`config.mk`:
```
export PLATFORM = sky130hd
export DESIGN_NAME = array_host_ctrl
export DESIGN_NICKNAME = d
export VERILOG_FILES = /design/src/rtl/array_host_ctrl.sv
export SDC_FILE = /design/constraint.sdc
export NUM_CORES = 1
export LEC_CHECK = 0
export ABC_AREA = 0
export BUFFER_PORTS_ARGS = -buffer_cell sky130_fd_sc_hd__buf_2
export CELL_PAD_IN_SITES_DETAIL_PLACEMENT = 1
export CELL_PAD_IN_SITES_GLOBAL_PLACEMENT = 1
export CORE_ASPECT_RATIO = 0.75
export CORE_MARGIN = 3
export CORE_UTILIZATION = 47
export CTS_BUF_LIST = sky130_fd_sc_hd__clkbuf_8
export CTS_CLUSTER_DIAMETER = 50
export DETAILED_ROUTE_END_ITERATION = 7
export GPL_TIMING_DRIVEN = 1
export PLACE_DENSITY = 0.78
export SLEW_MARGIN = 5
export SYNTH_ARGS = -nofsm -noshare
export SYNTH_HDL_FRONTEND = slang
export SYNTH_SLANG_ARGS = --single-unit
```
`constraint.sdc`:
```
create_clock -name clk -period 6.39 [get_ports clk]
set_clock_uncertainty 0.1 [all_clocks]
set_input_delay 1.278 -clock clk [delete_from_list [all_inputs] [get_ports clk]]
set_output_delay 1.278 -clock clk [all_outputs]
set_load 0.05 [all_outputs]
```
`src/rtl/array_host_ctrl.sv`:
```
// Host-side sequencer for the systolic array: collect operands, burst-load the input SRAM,
// start, wait out the compute time, burst-read results and stream them out. Optional macro: ARRAY_HOST_CTRL_PERF_EN.
module array_host_ctrl #(
  parameter int DEPTH          = 8,
  parameter int DATA_W         = 32,
  parameter int OUT_W          = 64,
  parameter int COMPUTE_CYCLES = 16,
  parameter int RD_LAT         = 2
) (
  input  logic              clk,
  input  logic              rst,
  input  logic [DATA_W-1:0] s_data,
  input  logic              s_valid,
  output logic              s_ready,
  output logic [OUT_W-1:0]  m_data,
  output logic              m_valid,
  input  logic              m_ready,
  output logic              busy,
  output logic              done,
  output logic [DATA_W-1:0] input_sram_in,
  output logic              write_input,
  output logic              start,
  output logic              read_output,
  input  logic [OUT_W-1:0]  ram_out
`ifdef ARRAY_HOST_CTRL_PERF_EN
  ,
  output logic [31:0]       perf_cycles
`endif
);

  localparam int AW = $clog2(DEPTH);
  localparam int CW = AW + 1;
  localparam int TW = $clog2(DEPTH + RD_LAT + COMPUTE_CYCLES) + 1;

  localparam logic [2:0] S_COLLECT = 3'd0;
  localparam logic [2:0] S_LOAD    = 3'd1;
  localparam logic [2:0] S_START   = 3'd2;
  localparam logic [2:0] S_WAIT    = 3'd3;
  localparam logic [2:0] S_READ    = 3'd4;
  localparam logic [2:0] S_DRAIN   = 3'd5;

  logic [2:0]        r_state;
  logic [CW-1:0]     r_cnt;   // word index for COLLECT / LOAD / DRAIN
  logic [TW-1:0]     r_tcnt;  // cycle count for WAIT / READ
  logic              r_done;
  logic [DATA_W-1:0] r_ibuf [DEPTH];
  logic [OUT_W-1:0]  r_obuf [DEPTH];

  logic              w_s_hs;
  logic              w_m_hs;
  logic [AW-1:0]     w_oidx;

  assign w_s_hs = s_valid && (r_state == S_COLLECT);
  assign w_m_hs = m_ready && (r_state == S_DRAIN);
  assign w_oidx = AW'(r_tcnt - TW'(RD_LAT));

  // Strobes decode straight from state so an async reset drops them immediately.
  assign s_ready       = (r_state == S_COLLECT);
  assign busy          = (r_state != S_COLLECT);
  assign write_input   = (r_state == S_LOAD);
  assign start         = (r_state == S_START);
  assign read_output   = (r_state == S_READ);
  assign m_valid       = (r_state == S_DRAIN);
  assign input_sram_in = write_input ? r_ibuf[r_cnt[AW-1:0]] : '0;
  assign m_data        = m_valid ? r_obuf[r_cnt[AW-1:0]] : '0;
  assign done          = r_done;

  always_ff @(posedge clk or posedge rst) begin
    if (rst) begin
      r_state <= S_COLLECT;
      r_cnt   <= '0;
      r_tcnt  <= '0;
      r_done  <= 1'b0;
    end else begin
      r_done <= 1'b0;
      case (r_state)
        S_COLLECT: if (w_s_hs) begin
          if (r_cnt == CW'(DEPTH - 1)) begin
            r_cnt   <= '0;
            r_state <= S_LOAD;
          end else begin
            r_cnt <= r_cnt + 1'b1;
          end
        end
        S_LOAD: begin
          if (r_cnt == CW'(DEPTH - 1)) begin
            r_cnt   <= '0;
            r_state <= S_START;
          end else begin
            r_cnt <= r_cnt + 1'b1;
          end
        end
        S_START: begin
          r_tcnt  <= '0;
          r_state <= (COMPUTE_CYCLES > 1) ? S_WAIT : S_READ;
        end
        // Start cycle plus COMPUTE_CYCLES-1 wait cycles puts the first read at start+COMPUTE_CYCLES.
        S_WAIT: begin
          if (r_tcnt == TW'(COMPUTE_CYCLES - 2)) begin
            r_tcnt  <= '0;
            r_state <= S_READ;
          end else begin
            r_tcnt <= r_tcnt + 1'b1;
          end
        end
        S_READ: begin
          if (r_tcnt == TW'(DEPTH + RD_LAT - 1)) begin
            r_tcnt  <= '0;
            r_cnt   <= '0;
            r_state <= S_DRAIN;
          end else begin
            r_tcnt <= r_tcnt + 1'b1;
          end
        end
        S_DRAIN: if (w_m_hs) begin
          if (r_cnt == CW'(DEPTH - 1)) begin
            r_cnt   <= '0;
            r_done  <= 1'b1;
            r_state <= S_COLLECT;
          end else begin
            r_cnt <= r_cnt + 1'b1;
          end
        end
        default: r_state <= S_COLLECT;
      endcase
    end
  end

  // Data buffers carry no reset; their contents are only observed after being written.
  always_ff @(posedge clk) begin
    if (w_s_hs)
      r_ibuf[r_cnt[AW-1:0]] <= s_data;
    if (r_state == S_READ && r_tcnt >= TW'(RD_LAT))
      r_obuf[w_oidx] <= ram_out;
  end

`ifdef ARRAY_HOST_CTRL_PERF_EN
  logic [31:0] r_perf;

  always_ff @(posedge clk or posedge rst) begin
    if (rst)
      r_perf <= '0;
    else if (r_state == S_START)
      r_perf <= 32'd1;
    else if ((r_state == S_WAIT || r_state == S_READ || r_state == S_DRAIN) && r_perf != 32'hFFFF_FFFF)
      r_perf <= r_perf + 32'd1;
  end

  assign perf_cycles = r_perf;
`endif

endmodule

```
==> metrics.txt, run 1 <==
# TYPE chip_impl_metric gauge
chip_impl_metric{name="ys.warnings.count",unit=""} 0
chip_impl_metric{name="vdd.ir_drop.worst",unit="V"} 0.0003290
chip_impl_metric{name="fillerInstances",unit=""} 5489
chip_impl_metric{name="tritoncts_num_sinks",unit=""} 782
chip_impl_metric{name="worst_slew_margin_rel",unit=""} 0.2494
chip_impl_metric{name="detail_route.drc_violations",unit=""} 0
chip_impl_metric{name="place.detailed.hpwl",unit="mm"} 40.57
chip_impl_metric{name="die-height",unit="um"} 218.9
chip_impl_metric{name="design.die.area",unit="um^2"} 63420
chip_impl_info{name="holdCritStartpoint",value="r_tcnt[4]$_DFFE_PP0P_"} 1
chip_impl_metric{name="synth.cell_area",unit="um^2"} 28390
chip_impl_metric{name="post-cts-setup-buffer-count",unit=""} 0
chip_impl_metric{name="layout.cell_area.non_filler",unit="um^2"} 32390
chip_impl_metric{name="synth_simple_gate_area_share",unit=""} 0.01666
chip_impl_info{name="end_kind",value="output pin"} 1
chip_impl_metric{name="arithmetic_cell_share_of_the_synthesized_area_counting_full_adders_half_adders_and_majority_gates",unit=""} 0.001763
chip_impl_info{name="start_kind",value="flop"} 1
chip_impl_metric{name="path_clk_slew",unit="ns"} 0.07
chip_impl_metric{name="place_congestion",unit=""} 0.7506
chip_impl_info{name="combinational_family_with_the_most_area_after_synthesis",value="compound AO/OA/AOI/OAI gates"} 1
chip_impl_metric{name="die_width",unit="um"} 289.8
chip_impl_metric{name="hold_slack",unit="ns"} 0.4706
chip_impl_metric{name="clock_tree.buffer_depth",unit=""} 3
chip_impl_metric{name="max_cap_violations",unit=""} 0
chip_impl_info{name="worstSetupStartpoint",value="r_cnt[2]$_DFFE_PP0P_"} 1
chip_impl_metric{name="route.final.wire_length",unit="mm"} 75.79
chip_impl_info{name="timing.setup.critical_path_class",value="flop to output pin"} 1
chip_impl_info{name="yosys.cell_count.top_type",value="edfxtp_1"} 1
chip_impl_metric{name="cp.arrival",unit="ns"} 3.68
chip_impl_info{name="cts_tree",value="built"} 1
chip_impl_metric{name="initial_standard_cell_utilization_of_the_core",unit=""} 0.4784
chip_impl_metric{name="grt_pass1_vias",unit=""} 17440
chip_impl_metric{name="grt_overflow",unit=""} 0
chip_impl_metric{name="drt_iter0_drc",unit=""} 1529
chip_impl_metric{name="routedWlPerCell",unit="um"} 28.95
chip_impl_metric{name="power.static_leakage",unit="nW"} 10.49
chip_impl_metric{name="max_clock_freq",unit="GHz"} 0.1976
chip_impl_metric{name="globalRouteTotalUtil",unit=""} 0.2375
chip_impl_metric{name="power-per-cell-area",unit="nW/um^2"} 415.8
chip_impl_metric{name="synth_enable_flop_cells",unit=""} 768
chip_impl_metric{name="synth.net_count",unit=""} 1586
chip_impl_metric{name="min_period",unit="ns"} 5.060
chip_impl_metric{name="postSynthAreaPerCell",unit="um^2"} 19.16
chip_impl_metric{name="hold_buffers_post_cts",unit=""} 0
chip_impl_metric{name="ys_seq_area_frac",unit=""} 0.8246
chip_impl_metric{name="via_density",unit=""} 6.166
chip_impl_metric{name="timing.final.max_slew_violations",unit=""} 0
chip_impl_metric{name="synth_seq_cells",unit=""} 782
chip_impl_metric{name="antenna_violating_nets_post_route",unit=""} 0
chip_impl_metric{name="numCtsBuffers",unit=""} 114
chip_impl_metric{name="instances_no_fill",unit=""} 2618
chip_impl_metric{name="synth-xor-area-share",unit=""} 0
chip_impl_metric{name="drt_pass1_iterations",unit=""} 8
chip_impl_info{name="cts_root_buf",value="clkbuf_8"} 1
chip_impl_metric{name="synth_cells",unit=""} 1482
chip_impl_info{name="min-delay-path-class",value="flop to flop"} 1
chip_impl_info{name="yosys.area.top_type",value="edfxtp_1"} 1
chip_impl_metric{name="share_of_the_synthesized_area_in_compound_gates_ao_oa_aoi_oai",unit=""} 0.1367
chip_impl_metric{name="layout_worst_path_cycle_share",unit=""} 0.7919
chip_impl_metric{name="dp.cells",unit=""} 2408
chip_impl_metric{name="postCtsResizedCells",unit=""} 0
chip_impl_metric{name="dr_total_vias",unit=""} 16140
chip_impl_info{name="worstReg2RegStart",value="r_state[1]$_DFFE_PP0P_"} 1
chip_impl_metric{name="async_flop_share",unit=""} 0.01790
chip_impl_metric{name="htree_levels",unit=""} 3
chip_impl_metric{name="grt_max_degree",unit=""} 98
chip_impl_metric{name="port-buffer-count",unit=""} 202
chip_impl_info{name="ys_top_cells_by_count",value="768 x edfxtp_1, 260 x a22oi_1, 64 x a31oi_1"} 1
chip_impl_metric{name="antenna_found_initial",unit=""} 16
chip_impl_metric{name="setup_viol",unit=""} 0
chip_impl_metric{name="timing.critical_path.fanout_max",unit=""} 57
chip_impl_metric{name="total_placed_instance_area",unit="um^2"} 30300
chip_impl_metric{name="core_region_area",unit="um^2"} 59350
chip_impl_metric{name="tightest_slew",unit="ns"} 1.117
chip_impl_metric{name="clk_latency",unit="ns"} 0.71
chip_impl_metric{name="global_route_wire_length_before_repair",unit="mm"} 112.6
chip_impl_metric{name="i_o_pin_cnt",unit=""} 203
chip_impl_metric{name="finalNetCount",unit=""} 1838
chip_impl_metric{name="yosysTopAreaCellShare",unit=""} 0.8123
chip_impl_metric{name="layout-area-overhead-vs-synth",unit="%"} 14.09
chip_impl_metric{name="synth.area.mux_share",unit=""} 0.0003526
chip_impl_info{name="outcome",value="completed"} 1
chip_impl_metric{name="ratio_of_cells_with_drive_above_1_in_the_final_layout",unit=""} 0.2241
chip_impl_metric{name="finalHoldViolations",unit=""} 0
chip_impl_metric{name="worst_ep_required_time",unit="ns"} 5.01
chip_impl_info{name="rsz_0062_raised_after_global_routing",value="false"} 1
chip_impl_info{name="synthTopCellsByArea",value="edfxtp_1 81%, a22oi_1 6.9%, a221oi_1 1.9%, a22o_1 1.9%, a31oi_1 1.4%"} 1
chip_impl_info{name="ys.flop_type",value="edfxtp_1"} 1
chip_impl_metric{name="synthDistinctLibCells",unit=""} 44
chip_impl_metric{name="rows",unit=""} 77
per-stage QoR:
stage	power [mW]	util	TNS, ns	setup slack [ns]
after floorplan	8.823	-	-20.47	-0.1600
after global placement	9.798	0.5106	0	2.121
after detailed placement	9.894	0.5106	0	2.069
after CTS	13.56	0.5455	0	1.261
after global routing	14.05	0.5456	0	1.051
final	13.47	0.5458	0	1.330
cells in the final DEF, fill, tap and decap left out, types with 4 or more instances in the layout:
| cell | Yosys | routed |
|---|---|---|
| edfxtp_1 | 768 | 768 |
| and3_2 | 0 | 6 |
| buf_2 | 44 | 202 |
| a22oi_1 | 260 | 260 |
| diode_2 | 0 | 7 |
| a21oi_1 | 5 | 5 |
| inv_1 | 10 | 53 |
| nor3_2 | 0 | 5 |
| a31oi_1 | 64 | 64 |
| nor2_4 | 0 | 4 |
| a221oi_1 | 62 | 62 |
| dfrtp_1 | 14 | 14 |
| clkinvlp_4 | 0 | 4 |
| nor2b_1 | 4 | 4 |
| ha_1 | 4 | 4 |
| nand2_1 | 15 | 15 |
| clkinv_2 | 0 | 15 |
| buf_12 | 0 | 6 |
| o22ai_1 | 4 | 4 |
| clkbuf_8 | 0 | 118 |
| nor2_1 | 15 | 12 |
| buf_4 | 22 | 31 |
| a41oi_1 | 34 | 34 |
| nand3_1 | 4 | 4 |
| a22o_1 | 62 | 62 |
| clkinv_1 | 0 | 18 |
power by group:
| part | leakage, nW | switching [mW] | internal [mW] | total, mW |
|---|---|---|---|---|
| Combinational | 2.18 | 2.75 | 0.987 | 3.73 |
| Sequential | 7.09 | 0.156 | 5.90 | 6.05 |
| Clock | 1.22 | 1.86 | 1.83 | 3.68 |
| Total | 10.5 | 4.76 | 8.71 | 13.5 |
layout make-up:
type	instances	area, um^2	area share
well taps	790	988.4	0.03052
repair buffers	239	1364	0.04210
multi-input cells	586	4494	0.1388
inverters	11	41.29	0.001275
clock buffers	118	1624	0.05014
diodes	7	17.52	0.0005408
flip-flops and latches	782	23410	0.7228
clock inverters	85	449.2	0.01387
state kept, by name (all words and copies together), names as in the netlist:
register and flops:
done 1, r_cnt 4, r_ibuf 256, r_obuf 512
r_state 3, r_tcnt 6
worst paths after layout:
check	cells past startpoint	endpoint	slack, ns
max in group asynchronous	2	r_state[0]$_DFFE_PP0P_	5.17
setup reg to reg	5	r_obuf[5][35]$_DFFE_PP_	2.71
min in group asynchronous	2	r_cnt[2]$_DFFE_PP0P_	0.57
hold reg to reg	2	r_tcnt[4]$_DFFE_PP0P_	0.47
setup / recovery	6	input_sram_in[5]	1.33
hold / removal	2	r_tcnt[4]$_DFFE_PP0P_	0.47
logic make-up (layout without fill, tap and decap cells):
logic type | count (synthesis) | count (layout)
compound gates | 503 | 503
fa+ha+maj | 4 | 4
buf+inv | 114 | 453
flops | 782 | 782
mux | 1 | 1
other cells | 0 | 7
simple gates | 78 | 78
critical path: stages (launching register included):
cell and delay, ns:
dfrtp_1 0.77, and3_4 0.93, buf_12 0.35, a22o_1 0.17, a221oi_1 0.05, a31oi_1 0.32
buf_2 0.33
metal layers:
layer | wire length (um) | vias to the layer above | GRT usage
met4 | 1661 | 16 | 0.07304
li1 | - | 6872 | -
met5 | 96 | - | 0
met2 | 36910 | 679 | 0.3895
met1 | 31320 | 8430 | 0.3204
met3 | 5798 | 146 | 0.05382
No activity file was read; power rests on OpenSTA's default activity.
==> inputs of run 2 (changes only) <==
==> constraint.sdc (replaced) <==
create_clock -name clk -period 4.3 [get_ports clk]
set_clock_uncertainty 0.1 [all_clocks]
set_input_delay 0.86 -clock clk [delete_from_list [all_inputs] [get_ports clk]]
set_output_delay 0.86 -clock clk [all_outputs]
set_load 0.05 [all_outputs]
==> run 2 against run 1 <==
- sequential share of layout area shrank 0.90 points
- clock power grew 50%
- core utilization grew 0.70 points
- combinational power grew 58%
- power grew 52%
- wire length grew 4.2%
- die area is the same
- via count grew 3.2%
==> metrics.txt, run 2 (synthesis gave the netlist of run 1 again) <==
# TYPE chip_impl_metric gauge
chip_impl_metric{name="clock_tree.buffer_depth",unit=""} 3
chip_impl_metric{name="i_o_pin_cnt",unit=""} 203
chip_impl_metric{name="tightest_slew",unit="ns"} 1.078
chip_impl_metric{name="largest_register_ffs",unit=""} 512
chip_impl_metric{name="clk_latency",unit="ns"} 0.71
chip_impl_metric{name="timing.critical_path.fanout_max",unit=""} 65
chip_impl_metric{name="ratio_of_cells_with_drive_above_1_in_the_final_layout",unit=""} 0.2388
chip_impl_metric{name="setup_viol",unit=""} 0
chip_impl_metric{name="antenna_violating_nets_post_route",unit=""} 0
chip_impl_info{name="cp_top_family",value="compound AO/OA/AOI/OAI gates"} 1
chip_impl_metric{name="worst_ep_required_time",unit="ns"} 3.34
chip_impl_metric{name="instances_no_fill",unit=""} 2655
chip_impl_metric{name="pre_cts_slack",unit="ns"} 0.6655
chip_impl_info{name="outcome",value="completed"} 1
chip_impl_metric{name="total_power",unit="mW"} 20.45
chip_impl_info{name="largest_register_by_flop_count",value="r_obuf"} 1
chip_impl_metric{name="layout_setup_ws",unit="ns"} 0.1176
chip_impl_info{name="cts_tree",value="built"} 1
chip_impl_info{name="crit_path_cell_trace",value="nor3b_4, buf_12, a22o_1, a221oi_1, a31oi_1, buf_2"} 1
chip_impl_metric{name="sequential_cell_area",unit="um^2"} 23420
chip_impl_metric{name="power-per-cell-area",unit="nW/um^2"} 623.2
chip_impl_metric{name="place_congestion",unit=""} 0.7596
chip_impl_metric{name="routed-wl-met3",unit="mm"} 7.284
chip_impl_info{name="mostFrequentLayoutCell",value="edfxtp_1"} 1
chip_impl_metric{name="routedWlPerCell",unit="um"} 29.75
chip_impl_info{name="worst_path_max_delay_cell",value="dfrtp_4"} 1
chip_impl_metric{name="detail_route.drc_violations",unit=""} 0
chip_impl_metric{name="fillerInstances",unit=""} 5399
chip_impl_metric{name="design.die.area",unit="um^2"} 63420
chip_impl_metric{name="port-buffer-count",unit=""} 202
chip_impl_metric{name="layout_worst_path_cycle_share",unit=""} 0.9727
chip_impl_metric{name="dp.cells",unit=""} 2430
chip_impl_metric{name="totalNegativeSetupSlack",unit="ns"} 0
chip_impl_metric{name="die_width",unit="um"} 289.8
chip_impl_metric{name="global_route_wire_length_before_repair",unit="mm"} 115.7
chip_impl_metric{name="power.static_leakage",unit="nW"} 10.65
chip_impl_metric{name="worst_slew_margin_rel",unit=""} 0.2813
chip_impl_info{name="start_kind",value="flop"} 1
chip_impl_info{name="worstReg2RegStart",value="r_state[1]$_DFFE_PP0P_"} 1
chip_impl_metric{name="dr_total_vias",unit=""} 16660
chip_impl_metric{name="rows",unit=""} 77
chip_impl_metric{name="layout-area-overhead-vs-synth",unit="%"} 15.56
chip_impl_metric{name="min_period",unit="ns"} 4.182
chip_impl_info{name="timing.setup.critical_path_class",value="flop to output pin"} 1
chip_impl_metric{name="worst_path_largest_cell_delay",unit="ns"} 0.62
chip_impl_metric{name="route.final.wire_length",unit="mm"} 78.99
chip_impl_info{name="most-common-layout-cells",value="768 x edfxtp_1, 260 x a22oi_1, 202 x buf_2"} 1
chip_impl_info{name="cts_root_buf",value="clkbuf_8"} 1
chip_impl_metric{name="antenna_found_initial",unit=""} 25
chip_impl_metric{name="via_density",unit=""} 6.275
chip_impl_metric{name="crit_cells",unit=""} 6
chip_impl_metric{name="grt_overflow",unit=""} 0
chip_impl_metric{name="max_clock_freq",unit="GHz"} 0.2391
chip_impl_metric{name="critPathBufInv",unit=""} 2
chip_impl_metric{name="reg2reg_setup_slack",unit="ns"} 1.14
chip_impl_metric{name="met1Wirelength",unit="mm"} 32.09
chip_impl_metric{name="grt_pass1_vias",unit=""} 17560
chip_impl_metric{name="core_region_area",unit="um^2"} 59350
chip_impl_metric{name="max_cap_violations",unit=""} 0
chip_impl_info{name="worstSetupStartpoint",value="r_cnt[2]$_DFFE_PP0P_"} 1
chip_impl_metric{name="finalNetCount",unit=""} 1864
chip_impl_metric{name="multiInputGateArea",unit="um^2"} 4532
chip_impl_metric{name="finalHoldViolations",unit=""} 0
chip_impl_metric{name="drt_pass1_iterations",unit=""} 5
chip_impl_metric{name="globalRouteTotalUtil",unit=""} 0.2448
chip_impl_metric{name="vdd.ir_drop.worst",unit="V"} 0.0002937
chip_impl_metric{name="hold_buffers_post_cts",unit=""} 0
chip_impl_metric{name="drt_iter0_drc",unit=""} 2180
chip_impl_metric{name="path_clk_slew",unit="ns"} 0.06
chip_impl_metric{name="grt_max_degree",unit=""} 67
chip_impl_metric{name="cp.arrival",unit="ns"} 3.22
chip_impl_metric{name="numCtsBuffers",unit=""} 114
chip_impl_metric{name="die-height",unit="um"} 218.9
chip_impl_info{name="end_kind",value="output pin"} 1
chip_impl_metric{name="htree_levels",unit=""} 3
chip_impl_metric{name="met2RoutedLength",unit="mm"} 37.95
chip_impl_info{name="dr.max_layer_used",value="met5"} 1
chip_impl_metric{name="rr_worst_depth",unit=""} 5
chip_impl_metric{name="place.detailed.hpwl",unit="mm"} 44.75
chip_impl_info{name="min-delay-path-class",value="input pin to asynchronous set/reset pin"} 1
chip_impl_metric{name="initial_standard_cell_utilization_of_the_core",unit=""} 0.4784
chip_impl_metric{name="timing.final.max_slew_violations",unit=""} 0
chip_impl_metric{name="tritoncts_num_sinks",unit=""} 782
==> run 2: changes by cell type in the layout (fill, tap and decap cells not counted), sizes merged <==
cell	change
clkbuf	-3
diode	+7
clkinv	+16
buf	+25
inv	-7
clkinvlp	-2
and3	+1
==> run 2: final timing paths <==
check | to
setup / recovery | input_sram_in[8]
hold / removal | r_tcnt[1]$_DFFE_PP0P_
setup reg to reg | r_obuf[7][48]$_DFFE_PP_
hold reg to reg | r_tcnt[5]$_DFFE_PP0P_
max in group asynchronous | r_cnt[2]$_DFFE_PP0P_
min in group clk | r_obuf[0][8]$_DFFE_PP_
==> run 2: worst register-to-register path, stage by stage, from the launching register on <==
cell and delay, ns:
dfrtp_1 0.55, or3b_1 0.59, a31oi_1 0.30, nand2_1 0.25, nor3_2 0.25, buf_4 0.68
==> run 2: timing repair <==
action,CTS,global route
pin swaps,0,0
cloned,0,1
endpoints found under the hold margin,0,0
gates resized for setup,3,6
setup endpoints to repair,33,7
buffers inserted,3,0
==> run 2: stage by stage <==
step                hold WS [ns]  utilization  area, um^2
global placement          0.4393       0.5157       30610
detailed placement        0.4574       0.5157       30610
finish                    0.1294       0.5528       32810
CTS                       0.1041       0.5516       32740
global route              0.1436       0.5525       32790
floorplan                 0.3812            -       28400
==> run 2: cell type report <==
class	count	area share
timing repair buffer	264	0.05198
inverter	11	0.001258
antenna	14	0.001068
clock buffer	115	0.04824
multi-input combinational	587	0.1381
sequential	782	0.7138
clock inverter	92	0.01541
tap	790	0.03013
==> run 2: per-layer routing <==
layer / global-route usage / up-vias
met3: 0.06414 / 141
met2: 0.3941 / 853
li1: - / 6939
met4: 0.06733 / 18
met5: 0 / -
met1: 0.3340 / 8709
==> run 2: where the power goes <==
part	internal, mW	switching (mW)
clock	2.69	2.83
sequential	8.76	0.260
combinational	1.66	4.24
total	13.1	7.33
==> inputs of run 3 (changes only) <==
--- a/config.mk
+++ b/config.mk
@@ -7,16 +7,17 @@
 export LEC_CHECK = 0
 export ABC_AREA = 0
 export BUFFER_PORTS_ARGS = -buffer_cell sky130_fd_sc_hd__buf_2
+export CAP_MARGIN = 30
 export CELL_PAD_IN_SITES_DETAIL_PLACEMENT = 1
 export CELL_PAD_IN_SITES_GLOBAL_PLACEMENT = 1
 export CORE_ASPECT_RATIO = 0.75
 export CORE_MARGIN = 3
-export CORE_UTILIZATION = 47
+export CORE_UTILIZATION = 49
 export CTS_BUF_LIST = sky130_fd_sc_hd__clkbuf_8
 export CTS_CLUSTER_DIAMETER = 50
 export DETAILED_ROUTE_END_ITERATION = 7
 export GPL_TIMING_DRIVEN = 1
-export PLACE_DENSITY = 0.78
+export PLACE_DENSITY = 0.81
 export SLEW_MARGIN = 5
 export SYNTH_ARGS = -nofsm -noshare
 export SYNTH_HDL_FRONTEND = slang
==> run 3 against run 2 <==
- critical path depth unchanged
- register-to-register slack gained 0.08 ns
- wire length down 2.0%
- maximum frequency grew 0.46%
- clock power shrank 0.9%
- combinational power decreased by 3.9%
- sequential cell count stayed put
- critical endpoint is now m_data[4]
==> metrics.txt, run 3 (synthesis gave the netlist of run 1 again) <==
# TYPE chip_impl_metric gauge
chip_impl_info{name="end_kind",value="output pin"} 1
chip_impl_metric{name="post-cts-setup-buffer-count",unit=""} 0
chip_impl_info{name="largest_register_by_flop_count",value="r_obuf"} 1
chip_impl_metric{name="layout_setup_ws",unit="ns"} 0.1366
chip_impl_metric{name="critPathBufInv",unit=""} 3
chip_impl_metric{name="total_placed_instance_area",unit="um^2"} 30480
chip_impl_metric{name="power.switching_fraction",unit=""} 0.3552
chip_impl_metric{name="die_width",unit="um"} 283.9
chip_impl_metric{name="vdd.ir_drop.worst",unit="V"} 0.0004912
chip_impl_metric{name="total_switching_power",unit="mW"} 7.156
chip_impl_info{name="mostFrequentLayoutCell",value="edfxtp_1"} 1
chip_impl_metric{name="routedWlPerCell",unit="um"} 29.50
chip_impl_metric{name="largest_register_ffs",unit=""} 512
chip_impl_metric{name="grt_pass1_vias",unit=""} 17650
chip_impl_metric{name="cp.arrival",unit="ns"} 3.20
chip_impl_info{name="outcome",value="completed"} 1
chip_impl_metric{name="power.share.clock",unit=""} 0.272
chip_impl_metric{name="postCtsResizedCells",unit=""} 2
chip_impl_metric{name="hold_buffers_post_cts",unit=""} 0
chip_impl_metric{name="timing.critical_path.fanout_max",unit=""} 32
chip_impl_metric{name="timing.final.max_slew_violations",unit=""} 0
chip_impl_metric{name="rows",unit=""} 75
chip_impl_metric{name="detail_route.drc_violations",unit=""} 0
chip_impl_metric{name="max_cap_violations",unit=""} 0
chip_impl_metric{name="power_frac_seq",unit=""} 0.447
chip_impl_metric{name="worst_path_largest_cell_delay",unit="ns"} 0.62
chip_impl_metric{name="route.final.wire_length",unit="mm"} 77.43
chip_impl_info{name="cts_root_buf",value="clkbuf_8"} 1
chip_impl_metric{name="htree_levels",unit=""} 3
chip_impl_metric{name="final_util",unit=""} 0.5767
chip_impl_info{name="start_kind",value="flop"} 1
chip_impl_metric{name="min_period",unit="ns"} 4.163
chip_impl_metric{name="die-height",unit="um"} 214.5
chip_impl_metric{name="path_clk_slew",unit="ns"} 0.07
chip_impl_metric{name="layout.cell_area.non_filler",unit="um^2"} 32630
chip_impl_metric{name="max_clock_freq",unit="GHz"} 0.2402
chip_impl_metric{name="ratio_of_cells_with_drive_above_1_in_the_final_layout",unit=""} 0.2258
chip_impl_metric{name="tritoncts_num_sinks",unit=""} 782
chip_impl_metric{name="port-buffer-count",unit=""} 202
chip_impl_info{name="cts_tree",value="built"} 1
chip_impl_metric{name="power.static_leakage",unit="nW"} 10.57
chip_impl_info{name="worst_path_max_delay_cell",value="dfrtp_1"} 1
chip_impl_metric{name="pre_cts_slack",unit="ns"} 0.7548
chip_impl_metric{name="initial_standard_cell_utilization_of_the_core",unit=""} 0.5017
chip_impl_metric{name="antenna_violating_nets_post_route",unit=""} 0
chip_impl_info{name="worstSetupStartpoint",value="r_cnt[1]$_DFFE_PP0P_"} 1
chip_impl_metric{name="grt_max_degree",unit=""} 77
chip_impl_info{name="timing.setup.critical_path_class",value="flop to output pin"} 1
chip_impl_metric{name="place_congestion",unit=""} 0.7443
chip_impl_metric{name="finalNetCount",unit=""} 1851
chip_impl_metric{name="globalRouteTotalUtil",unit=""} 0.2509
chip_impl_metric{name="drt_pass1_iterations",unit=""} 6
chip_impl_metric{name="antenna_found_initial",unit=""} 23
chip_impl_metric{name="worst_slew_margin_rel",unit=""} 0.4924
chip_impl_metric{name="intPower",unit="mW"} 12.99
chip_impl_metric{name="tightest_slew",unit="ns"} 0.7614
chip_impl_metric{name="core_region_area",unit="um^2"} 56590
chip_impl_metric{name="finalHoldViolations",unit=""} 0
chip_impl_metric{name="power-per-cell-area",unit="nW/um^2"} 617.3
chip_impl_metric{name="layout_worst_path_cycle_share",unit=""} 0.9682
chip_impl_metric{name="layout-area-overhead-vs-synth",unit="%"} 14.94
chip_impl_metric{name="total_power",unit="mW"} 20.14
chip_impl_metric{name="clock_tree.buffer_depth",unit=""} 3
chip_impl_metric{name="numCtsBuffers",unit=""} 114
chip_impl_metric{name="global_route_wire_length_before_repair",unit="mm"} 114.6
chip_impl_info{name="worstReg2RegStart",value="r_cnt[1]$_DFFE_PP0P_"} 1
chip_impl_metric{name="grt_overflow",unit=""} 0
chip_impl_info{name="most-common-layout-cells",value="768 x edfxtp_1, 260 x a22oi_1, 202 x buf_2"} 1
chip_impl_metric{name="totalNegativeSetupSlack",unit="ns"} 0
chip_impl_metric{name="clk_latency",unit="ns"} 0.71
chip_impl_metric{name="place.detailed.hpwl",unit="mm"} 42.71
chip_impl_info{name="rsz_0062_raised_after_global_routing",value="false"} 1
chip_impl_metric{name="via_density",unit=""} 6.287
chip_impl_info{name="crit_path_cell_trace",value="inv_2, nor3b_4, buf_4, a221oi_1, a31oi_1, buf_2"} 1
chip_impl_info{name="min-delay-path-class",value="input pin to asynchronous set/reset pin"} 1
chip_impl_metric{name="worst_ep_required_time",unit="ns"} 3.34
chip_impl_metric{name="setup_viol",unit=""} 0
chip_impl_metric{name="design.die.area",unit="um^2"} 60890
chip_impl_metric{name="drt_iter0_drc",unit=""} 1883
chip_impl_metric{name="comb_power_share",unit=""} 0.281
chip_impl_metric{name="dr_total_vias",unit=""} 16500
chip_impl_metric{name="i_o_pin_cnt",unit=""} 203
chip_impl_info{name="cp_top_family",value="buffers and inverters"} 1
## run 3: cell types whose count changed in the layout (fill, tap and decap cells not counted), moves of 2 or more
cell / before / now
a31oi_1: 62 / 64
a31oi_2: 2 / 0
buf_12: 18 / 13
buf_16: 0 / 2
buf_4: 43 / 34
clkinv_1: 31 / 38
clkinv_2: 19 / 9
inv_1: 42 / 48
inv_12: 3 / 1
inv_6: 1 / 4
## run 3: path summary, 6_finish.rpt
| check | cells past startpoint | to | slack (ns) |
|---|---|---|---|
| worst max-delay path | 6 | m_data[4] | 0.14 |
| worst min-delay path | 2 | r_cnt[3]$_DFFE_PP0P_ | 0.15 |
| worst max register to register | 5 | r_ibuf[5][23]$_DFFE_PP_ | 1.22 |
| worst min register to register | 1 | done$_DFF_PP0_ | 0.51 |
| max in group asynchronous | 2 | r_cnt[2]$_DFFE_PP0P_ | 3.46 |
| min in group clk | 1 | r_obuf[0][52]$_DFFE_PP_ | 0.31 |
## run 3: area by class of cell
class                           count  area (um^2)
Timing Repair Buffer              252         1593
Clock buffer                      115         1583
Tap cell                          770        963.4
Antenna cell                       13        32.53
Sequential cell                   782        23420
Fill cell                        5061        23950
Inverter                           11        41.29
Multi-Input combinational cell    586         4501
Clock inverter                     96        503.0
## run 3: power groups by stage
stage	registers, mW	logic, mW	clock network (mW)
final	9.00	5.67	5.48
after CTS	8.99	5.65	5.58
after detailed placement	9.15	5.63	0
after global placement	9.11	5.47	0
after floorplan	9.04	4.07	0
after global routing	9.02	5.98	5.96
## run 3: per-stage QoR
step / std cells / hold WS [ns]
final: 2625 / 0.1520
after detailed placement: 2400 / 0.4576
after global routing: 2618 / 0.1528
after global placement: 2398 / 0.4388
after CTS: 2611 / 0.1065
after floorplan: 1482 / 0.3812
## run 3: layer usage
| layer | GRT usage | up-vias | share of wire |
|---|---|---|---|
| met2 | 0.4094 | 719 | 0.49 |
| met3 | 0.06780 | 152 | 0.083 |
| met1 | 0.3309 | 8695 | 0.40 |
| li1 | - | 6918 | - |
| met4 | 0.07940 | 20 | 0.021 |
| met5 | 0 | - | 0.0017 |
